File: src/rtl/certificate_responder_if.sv
// Handshake/payload bundle between the certificate initiator and responder.
//   master : initiator side, drives Enable/Request/slot/Payload_Ack
//   slave  : responder side, drives the payload stream and status pulses
`ifndef MSG_LEN
`define MSG_LEN 64
`endif
`ifndef SIZE_OF_HEADER_VARS
`define SIZE_OF_HEADER_VARS 2
`endif
`ifndef SIZE_OF_HEADER_IN_BYTES
`define SIZE_OF_HEADER_IN_BYTES 8
`endif

interface certificate_responder_if #(
  parameter int unsigned PAYLOAD_W = `MSG_LEN-(`SIZE_OF_HEADER_VARS*`SIZE_OF_HEADER_IN_BYTES)
);
  logic                 Enable;
  logic                 Request;
  logic [1:0]           slot;
  logic                 Payload_Ack;
  logic [PAYLOAD_W-1:0] Payload_out;
  logic                 Payload_Valid;
  logic [7:0]           counter_out;
  logic                 Last_Chunk;
  logic                 Busy;
  logic                 Done;
  logic                 Error_Invalid_Slot;
  logic                 Error_Timeout;

  modport master (
    output Enable, Request, slot, Payload_Ack,
    input  Payload_out, Payload_Valid, counter_out, Last_Chunk,
    input  Busy, Done, Error_Invalid_Slot, Error_Timeout
  );

  modport slave (
    input  Enable, Request, slot, Payload_Ack,
    output Payload_out, Payload_Valid, counter_out, Last_Chunk,
    output Busy, Done, Error_Invalid_Slot, Error_Timeout
  );
endinterface

File: src/rtl/certificate_responder.sv
// Responder end of the certificate exchange: on an accepted Request, streams the
// requested slot's certificate chain one chunk per valid/ack transfer.
// Ports:
//   clk   - single clock, posedge
//   Reset - synchronous, active-high
//   bus   - certificate_responder_if.slave (request in, payload stream / status out)
// Parameter TIMEOUT_CYCLES bounds the wait for Payload_Ack per chunk (0 disables it).
`ifndef MSG_LEN
`define MSG_LEN 64
`endif
`ifndef SIZE_OF_HEADER_VARS
`define SIZE_OF_HEADER_VARS 2
`endif
`ifndef SIZE_OF_HEADER_IN_BYTES
`define SIZE_OF_HEADER_IN_BYTES 8
`endif
`ifndef SLOT0_CERT1
`define SLOT0_CERT1 48'h00C1_DEAD_BEEF
`define SLOT0_CERT2 48'h00C2_0BAD_F00D
`define SLOT0_CERT3 48'h00C3_1357_9BDF
`define SLOT0_CERT4 48'h00C4_2468_ACE0
`define SLOT0_CERT5 48'h00C5_FFFF_0000
`define SLOT0_CERT6 48'h00C6_8001_7FFE
`define SLOT1_CERT1 48'h01C1_A5A5_5A5A
`define SLOT1_CERT2 48'h01C2_CAFE_BABE
`define SLOT1_CERT3 48'h01C3_0F0F_F0F0
`define SLOT1_CERT4 48'h01C4_1111_2222
`define SLOT2_CERT1 48'h02C1_3333_4444
`define SLOT2_CERT2 48'h02C2_5555_6666
`define SLOT2_CERT3 48'h02C3_7777_8888
`define SLOT2_CERT4 48'h02C4_9999_AAAA
`define SLOT2_CERT5 48'h02C5_BBBB_CCCC
`endif

module certificate_responder #(
  parameter int unsigned TIMEOUT_CYCLES = 255
) (
  input logic                   clk,
  input logic                   Reset,
  certificate_responder_if.slave bus
);

  localparam int unsigned PAYLOAD_W = `MSG_LEN-(`SIZE_OF_HEADER_VARS*`SIZE_OF_HEADER_IN_BYTES);
  localparam int unsigned N_SLOT0   = 6;
  localparam int unsigned N_SLOT1   = 4;
  localparam int unsigned N_SLOT2   = 5;
  localparam int unsigned WAIT_W    = (TIMEOUT_CYCLES > 1) ? $clog2(TIMEOUT_CYCLES + 1) : 1;
  // Wait count at which one more un-acked cycle expires the chunk.
  localparam logic [WAIT_W-1:0] WAIT_LAST =
    (TIMEOUT_CYCLES == 0) ? '0 : WAIT_W'(TIMEOUT_CYCLES - 1);

  typedef enum logic [1:0] {IDLE, SEND, DONE, ERR} state_t;

  state_t            state;
  logic [1:0]        slot_q;
  logic [WAIT_W-1:0] wait_cnt;

  // Chain length of a slot; slot 3 has no chain.
  function automatic logic [7:0] chain_len(input logic [1:0] s);
    case (s)
      2'd0:    chain_len = 8'(N_SLOT0);
      2'd1:    chain_len = 8'(N_SLOT1);
      2'd2:    chain_len = 8'(N_SLOT2);
      default: chain_len = 8'd0;
    endcase
  endfunction

  // Certificate chunk c (1-based) of slot s.
  function automatic logic [PAYLOAD_W-1:0] cert(input logic [1:0] s, input logic [7:0] c);
    case ({s, c})
      {2'd0, 8'd1}: cert = PAYLOAD_W'(`SLOT0_CERT1);
      {2'd0, 8'd2}: cert = PAYLOAD_W'(`SLOT0_CERT2);
      {2'd0, 8'd3}: cert = PAYLOAD_W'(`SLOT0_CERT3);
      {2'd0, 8'd4}: cert = PAYLOAD_W'(`SLOT0_CERT4);
      {2'd0, 8'd5}: cert = PAYLOAD_W'(`SLOT0_CERT5);
      {2'd0, 8'd6}: cert = PAYLOAD_W'(`SLOT0_CERT6);
      {2'd1, 8'd1}: cert = PAYLOAD_W'(`SLOT1_CERT1);
      {2'd1, 8'd2}: cert = PAYLOAD_W'(`SLOT1_CERT2);
      {2'd1, 8'd3}: cert = PAYLOAD_W'(`SLOT1_CERT3);
      {2'd1, 8'd4}: cert = PAYLOAD_W'(`SLOT1_CERT4);
      {2'd2, 8'd1}: cert = PAYLOAD_W'(`SLOT2_CERT1);
      {2'd2, 8'd2}: cert = PAYLOAD_W'(`SLOT2_CERT2);
      {2'd2, 8'd3}: cert = PAYLOAD_W'(`SLOT2_CERT3);
      {2'd2, 8'd4}: cert = PAYLOAD_W'(`SLOT2_CERT4);
      {2'd2, 8'd5}: cert = PAYLOAD_W'(`SLOT2_CERT5);
      default:      cert = '0;
    endcase
  endfunction

  // Single-process FSM; counter_out doubles as the chunk counter (0 when not streaming).
  always_ff @(posedge clk) begin
    if (Reset || !bus.Enable) begin
      state                  <= IDLE;
      slot_q                 <= 2'd0;
      wait_cnt               <= '0;
      bus.Payload_out        <= '0;
      bus.Payload_Valid      <= 1'b0;
      bus.counter_out        <= 8'd0;
      bus.Last_Chunk         <= 1'b0;
      bus.Busy               <= 1'b0;
      bus.Done               <= 1'b0;
      bus.Error_Invalid_Slot <= 1'b0;
      bus.Error_Timeout      <= 1'b0;
    end else begin
      bus.Done               <= 1'b0;
      bus.Error_Invalid_Slot <= 1'b0;
      bus.Error_Timeout      <= 1'b0;
      case (state)
        IDLE: begin
          if (bus.Request) begin
            bus.Busy <= 1'b1;
            if (bus.slot == 2'd3) begin
              state                  <= ERR;
              bus.Error_Invalid_Slot <= 1'b1;
            end else begin
              state             <= SEND;
              slot_q            <= bus.slot;
              wait_cnt          <= '0;
              bus.Payload_out   <= cert(bus.slot, 8'd1);
              bus.Payload_Valid <= 1'b1;
              bus.counter_out   <= 8'd1;
              bus.Last_Chunk    <= (chain_len(bus.slot) == 8'd1);
            end
          end
        end
        SEND: begin
          if (bus.Payload_Ack) begin
            wait_cnt <= '0;
            if (bus.counter_out == chain_len(slot_q)) begin
              state             <= DONE;
              bus.Payload_out   <= '0;
              bus.Payload_Valid <= 1'b0;
              bus.counter_out   <= 8'd0;
              bus.Last_Chunk    <= 1'b0;
              bus.Done          <= 1'b1;
            end else begin
              bus.Payload_out <= cert(slot_q, bus.counter_out + 8'd1);
              bus.counter_out <= bus.counter_out + 8'd1;
              bus.Last_Chunk  <= (bus.counter_out + 8'd1 == chain_len(slot_q));
            end
          end else if (TIMEOUT_CYCLES != 0) begin
            if (wait_cnt == WAIT_LAST) begin
              // Chunk expired: drop straight back to IDLE with the error pulse.
              state             <= IDLE;
              wait_cnt          <= '0;
              bus.Payload_out   <= '0;
              bus.Payload_Valid <= 1'b0;
              bus.counter_out   <= 8'd0;
              bus.Last_Chunk    <= 1'b0;
              bus.Busy          <= 1'b0;
              bus.Error_Timeout <= 1'b1;
            end else begin
              wait_cnt <= wait_cnt + WAIT_W'(1);
            end
          end
        end
        DONE, ERR: begin
          state    <= IDLE;
          bus.Busy <= 1'b0;
        end
        default: state <= IDLE;
      endcase
    end
  end

endmodule
File: src/flat_wrapper.sv
// flat-port wrapper written by rule: the top's interface ports become plain ports
module certificate_responder_flat 
#(
  parameter int unsigned TIMEOUT_CYCLES = 255
)
  (clk, Reset, bus_Enable, bus_Request, bus_slot, bus_Payload_Ack, bus_Payload_out, bus_Payload_Valid, bus_counter_out, bus_Last_Chunk, bus_Busy, bus_Done, bus_Error_Invalid_Slot, bus_Error_Timeout);
  certificate_responder_if bus_i ();
  input logic clk;
  input logic Reset;
  input wire logic [$bits(bus_i.Enable)-1:0] bus_Enable;
  input wire logic [$bits(bus_i.Request)-1:0] bus_Request;
  input wire logic [$bits(bus_i.slot)-1:0] bus_slot;
  input wire logic [$bits(bus_i.Payload_Ack)-1:0] bus_Payload_Ack;
  output wire logic [$bits(bus_i.Payload_out)-1:0] bus_Payload_out;
  output wire logic [$bits(bus_i.Payload_Valid)-1:0] bus_Payload_Valid;
  output wire logic [$bits(bus_i.counter_out)-1:0] bus_counter_out;
  output wire logic [$bits(bus_i.Last_Chunk)-1:0] bus_Last_Chunk;
  output wire logic [$bits(bus_i.Busy)-1:0] bus_Busy;
  output wire logic [$bits(bus_i.Done)-1:0] bus_Done;
  output wire logic [$bits(bus_i.Error_Invalid_Slot)-1:0] bus_Error_Invalid_Slot;
  output wire logic [$bits(bus_i.Error_Timeout)-1:0] bus_Error_Timeout;
  assign bus_i.Enable = bus_Enable;
  assign bus_i.Request = bus_Request;
  assign bus_i.slot = bus_slot;
  assign bus_i.Payload_Ack = bus_Payload_Ack;
  assign bus_Payload_out = bus_i.Payload_out;
  assign bus_Payload_Valid = bus_i.Payload_Valid;
  assign bus_counter_out = bus_i.counter_out;
  assign bus_Last_Chunk = bus_i.Last_Chunk;
  assign bus_Busy = bus_i.Busy;
  assign bus_Done = bus_i.Done;
  assign bus_Error_Invalid_Slot = bus_i.Error_Invalid_Slot;
  assign bus_Error_Timeout = bus_i.Error_Timeout;
  certificate_responder #(.TIMEOUT_CYCLES(TIMEOUT_CYCLES)) u_core (.clk(clk), .Reset(Reset), .bus(bus_i));
endmodule
File: config.mk
export PLATFORM = sky130hd
export DESIGN_NAME = certificate_responder_flat
export DESIGN_NICKNAME = d
export VERILOG_FILES = /design/src/rtl/certificate_responder_if.sv /design/src/rtl/certificate_responder.sv /design/src/flat_wrapper.sv
export SDC_FILE = /design/constraint.sdc
export NUM_CORES = 1
export LEC_CHECK = 0
export CORE_MARGIN = 2
export CORE_UTILIZATION = 47
export DETAILED_ROUTE_END_ITERATION = 8
export PLACE_DENSITY_LB_ADDON = 0.08
export SYNTH_ARGS = -nofsm -noshare
export SYNTH_HDL_FRONTEND = slang
export SYNTH_SLANG_ARGS = --single-unit
File: constraint.sdc
create_clock -name clk -period 3.95 [get_ports clk]
set_input_delay 0.5925 -clock clk [delete_from_list [all_inputs] [get_ports clk]]
set_output_delay 0.5925 -clock clk [all_outputs]
set_load 0.03 [all_outputs]
==> results <==
- The flow ran to the end, and the final reports show no timing, DRC or antenna violations.
- Post-CTS timing repair inserted 0 buffers for setup.
- The share of layout cells above drive strength 1 is 9.35%.
- The via count of the first global-routing pass came to 4063.
- The cell count after synthesis is 523.
- For this configuration, the core starts out at a cell density of 48.1%.
- The initial detailed-routing violation count is 426.
- The simple-gate portion of the synthesized area is 24.8%.
- The data arrival time of the critical path is 3.60 ns.
- Multiplexer cells account for 1.75% of the synthesized area.
- The count of TritonRoute iterations in the first routing pass is 5.
- IR analysis of the VDD net gives a maximum drop of 0.000230 V.
- After detailed routing, the total wire length is 13.5 mm.
- Summing the areas of all fa, ha and maj instances in the mapped netlist gives 3.01% of the synthesized area.
- The total number of nets in the final design is 580.
- The tree is rooted in a sky130_fd_sc_hd__clkbuf_8.
- The dominant synthesized flop cell is sky130_fd_sc_hd__dfxtp_1.
- The worst path in the final design needs a cycle of 3.39 ns, including I/O delays and setup.
- For this run the aggregate overflow at the end of global routing stands at 0.
- The pre-CTS worst setup slack is 0.721 ns.
- The area after detailed placement is 4740 sq um.
- The HPWL after detailed placement is 9.87 mm.
- The combined area of all synthesized cells is 4150 sq um.
- The placer's final routability congestion estimate is 1.01.
- The total of hold buffers inserted after clock tree synthesis is 0.
- The number of gates resized after CTS was 0.
- Pin placement for this block handled 69 I/O pins.
- The first global-routing pass estimated 21.9 mm of wire.
- Setup violations remaining at the end of the flow were counted as 0.
- In this run the worst hold path is classified as flip-flop to flip-flop.
- The area growth from synthesis to layout is 18.3%.
- Once layout is done, the placed cells without fillers occupy 4920 sq um.
- In the post-route analysis, the smallest setup slack over all paths is 0.562 ns.
- The proportion of synthesized chip area in sequential cells is 30.4%.
- The number of clock buffers added by TritonCTS is 9.
- Yosys mapped a number of flops with a built-in enable equal to 0.
- Yosys printed 0 warnings.
- TritonCTS built the clock tree.
- The number of cell rows is 34.
- The synthesized area divided by synthesized cell count is 7.94 sq um.
- The initial antenna violation count is 0.
- The tool flagged a number of max-cap violations equal to 0.
- The post-detailed-route DRC marker count is 0.
- The required time of the critical path is 4.16 ns.
- The remaining number of nets flagged by the antenna check after routing is 0.
- Summing the areas of all compound-gate instances in the mapped netlist gives 31.4% of the synthesized area.
- STA classifies the critical path startpoint as a flip-flop.
- In the routed layout, each cell is associated on average with a via count of 6.39.
- The number of antenna diodes in the final layout is 0.
- The fraction of post-synthesis cell area in the top cell type by area is 30.4%.
- The analysis attributes to cell leakage a power of 0.00178 uW.
- In the final routed layout, each cell accounts on average for 20.1 um.
- In this run the deepest clock path goes through 2 buffers.
- Summing the areas of all xor and xnor instances in the mapped netlist gives 1.48% of the synthesized area.
- The number of levels in the clock H-tree is 3.
- The kind of end point of the critical path is a flip-flop.
- The cell taking the most area after synthesis is sky130_fd_sc_hd__dfxtp_1.
- The transition time at the pin with the least slew margin is 1.05 ns.
- From left edge to right edge, the die measures 98.0 um.
- The headroom to the max-slew limit is 29.1%.
- Input and output buffers added on the ports amount to 59.
- The TritonCTS sink count is 63.
- Along the worst path, the maximum fanout reaches 20.
- After layout, the worst path uses 85.8% of the clock period.
- The final count of pins violating max slew is 0.
- For this run, asynchronously set or reset flops after synthesis account for 0%.
- Dividing total power by cell area gives a power density of 308 nW/um^2.
- The core region is 8640 sq um.
- The final hold violation count is 0.
- Setup repair after global routing left no endpoint under its margin.
- For this block, the via count after detailed routing is 4312.
- The highest achievable clock rate is 295 MHz.
- By area the synthesized netlist is led by sky130_fd_sc_hd__dfxtp_1, sky130_fd_sc_hd__nor2_1, sky130_fd_sc_hd__o21ai_0.
- In the final timing run, aggregate negative setup slack is 0 ns.
- The number of different library cells used by synthesis comes to 79.
- After filler insertion, the fill cell instance count of the layout stands at 825.
- By area, the combinational part of the netlist is dominated by compound AO/OA/AOI/OAI gates.
- The post-synthesis register bit count is 63.
- The final clock skew is 0.0178 ns.
- The floorplan step defined a die boundary enclosing 9610 sq um.
- The clock slew seen by the registers of the worst setup and hold paths is 0.08 ns.
- The type of the setup path with the least slack is flip-flop to flip-flop.
- The overall fraction of global-route tracks in use is 28.4%.
- At the later pin of the worst-skew pair, clock insertion delay measures 0.35 ns.
- The pin count of the biggest net entering global routing is 36.
- The die outline height is 98.0 um.
[cells in the mapped netlist, drive strengths merged (3+ instances only)]
cell and n:
a31o 5, a21oi 37, and3 5, o21ai 39, nand4 11, nand3 13
nor2 50, a32oi 5, ha 10, dfxtp 63, o211a 7, nand2b 10
a211oi 14, nor4bb 3, o31a 4, nor3 19, a22oi 3, clkbuf 18
nand2 45, o22ai 6, o2111ai 3, and4 3, o211ai 4, nor4 5
buf 30, inv 13, a22o 4, o31ai 9, a221oi 3, a311oi 5
or2 3, or3 6, xor2 5, a31oi 4, a21boi 3, mux2i 5
nor2b 10, a211o 3, o21bai 3
[worst max-delay path, cell delays in order, from the launching register on]
cell                        delay (ns)
sky130_fd_sc_hd__dfxtp_1          0.74
sky130_fd_sc_hd__ha_1             0.60
sky130_fd_sc_hd__nor3_1           0.18
sky130_fd_sc_hd__a41oi_4          0.59
sky130_fd_sc_hd__o2111a_1         0.30
sky130_fd_sc_hd__o2111ai_4        0.21
sky130_fd_sc_hd__a21oi_1          0.49
sky130_fd_sc_hd__nor3_1           0.13
[power by group]
| part | switching, uW | internal, uW | leakage, uW |
|---|---|---|---|
| Combinational | 205 | 109 | 0.00117 |
| Clock | 266 | 258 | 0.0000922 |
| Sequential | 19.0 | 658 | 0.000512 |
[routing by layer]
layer	vias to the layer above	GRT usage [%]	wire (um)
met2	229	43.5	5940
met1	2024	40.5	6180
met5	-	0	0
met3	46	4.29	991
met4	0	10.8	418
li1	2013	-	-
[layout by cell type, fill, tap and decap left out, drive strengths merged, types with 11 or more instances in the layout]
cell type      count
o21ai             39
nand4             11
nor2              50
clkbuf            12
clkdlybuf4s50     59
nand3             13
nand2             45
a211oi            14
dfxtp             63
a21oi             37
nor3              19
inv               13
[metrics by stage]
step           cells  util (%)  power (uW)  hold WS [ns]
6_report         675      56.9        1520         0.454
5_1_grt          675      56.9        1570         0.485
4_1_cts          675      56.9        1520         0.459
3_5_place_dp     660      54.9        1000         0.443
3_3_place_gp     660      54.9        1000         0.435
2_1_floorplan    531         -         902         0.454
[worst paths after layout]
path                            cells past startpoint                                 endpoint  slack (ns)                                    start
worst min register to register                      2  u_core.bus.Payload_out[16]$_SDFFE_PP0P_        0.45  u_core.bus.Payload_out[16]$_SDFFE_PP0P_
worst max register to register                      7  u_core.bus.Payload_out[28]$_SDFFE_PP0P_        0.56   u_core.bus.counter_out[0]$_SDFFE_PP0P_
worst max-delay path                                7  u_core.bus.Payload_out[28]$_SDFFE_PP0P_        0.56   u_core.bus.counter_out[0]$_SDFFE_PP0P_
worst min-delay path                                2  u_core.bus.Payload_out[16]$_SDFFE_PP0P_        0.45  u_core.bus.Payload_out[16]$_SDFFE_PP0P_
[final cells by class]
type,count,area (sq um),share of cell area [%]
Clock buffer,12,155,3.16
Inverter,13,48.8,0.993
Multi-Input combinational cell,407,2630,53.5
Tap cell,108,135,2.75
Sequential cell,63,1260,25.7
Clock inverter,3,18.8,0.382
Timing Repair Buffer,69,666,13.5
[logic make-up after synthesis]
logic type      after synthesis
other cells                   1
fa+ha+maj                    10
compound gates              180
mux                           7
flops                        63
simple gates                194
xor+xnor                      7
buf+inv                      61
[sequential cells by signal, summed over array words and instances, names as in the netlist, 2 cells and up]
signal,flops
u_core.bus.Payload_out,37
u_core.bus.counter_out,8
u_core.slot_q,2
u_core.state,2
u_core.wait_cnt,8
No activity file was read; power rests on OpenSTA's default activity.
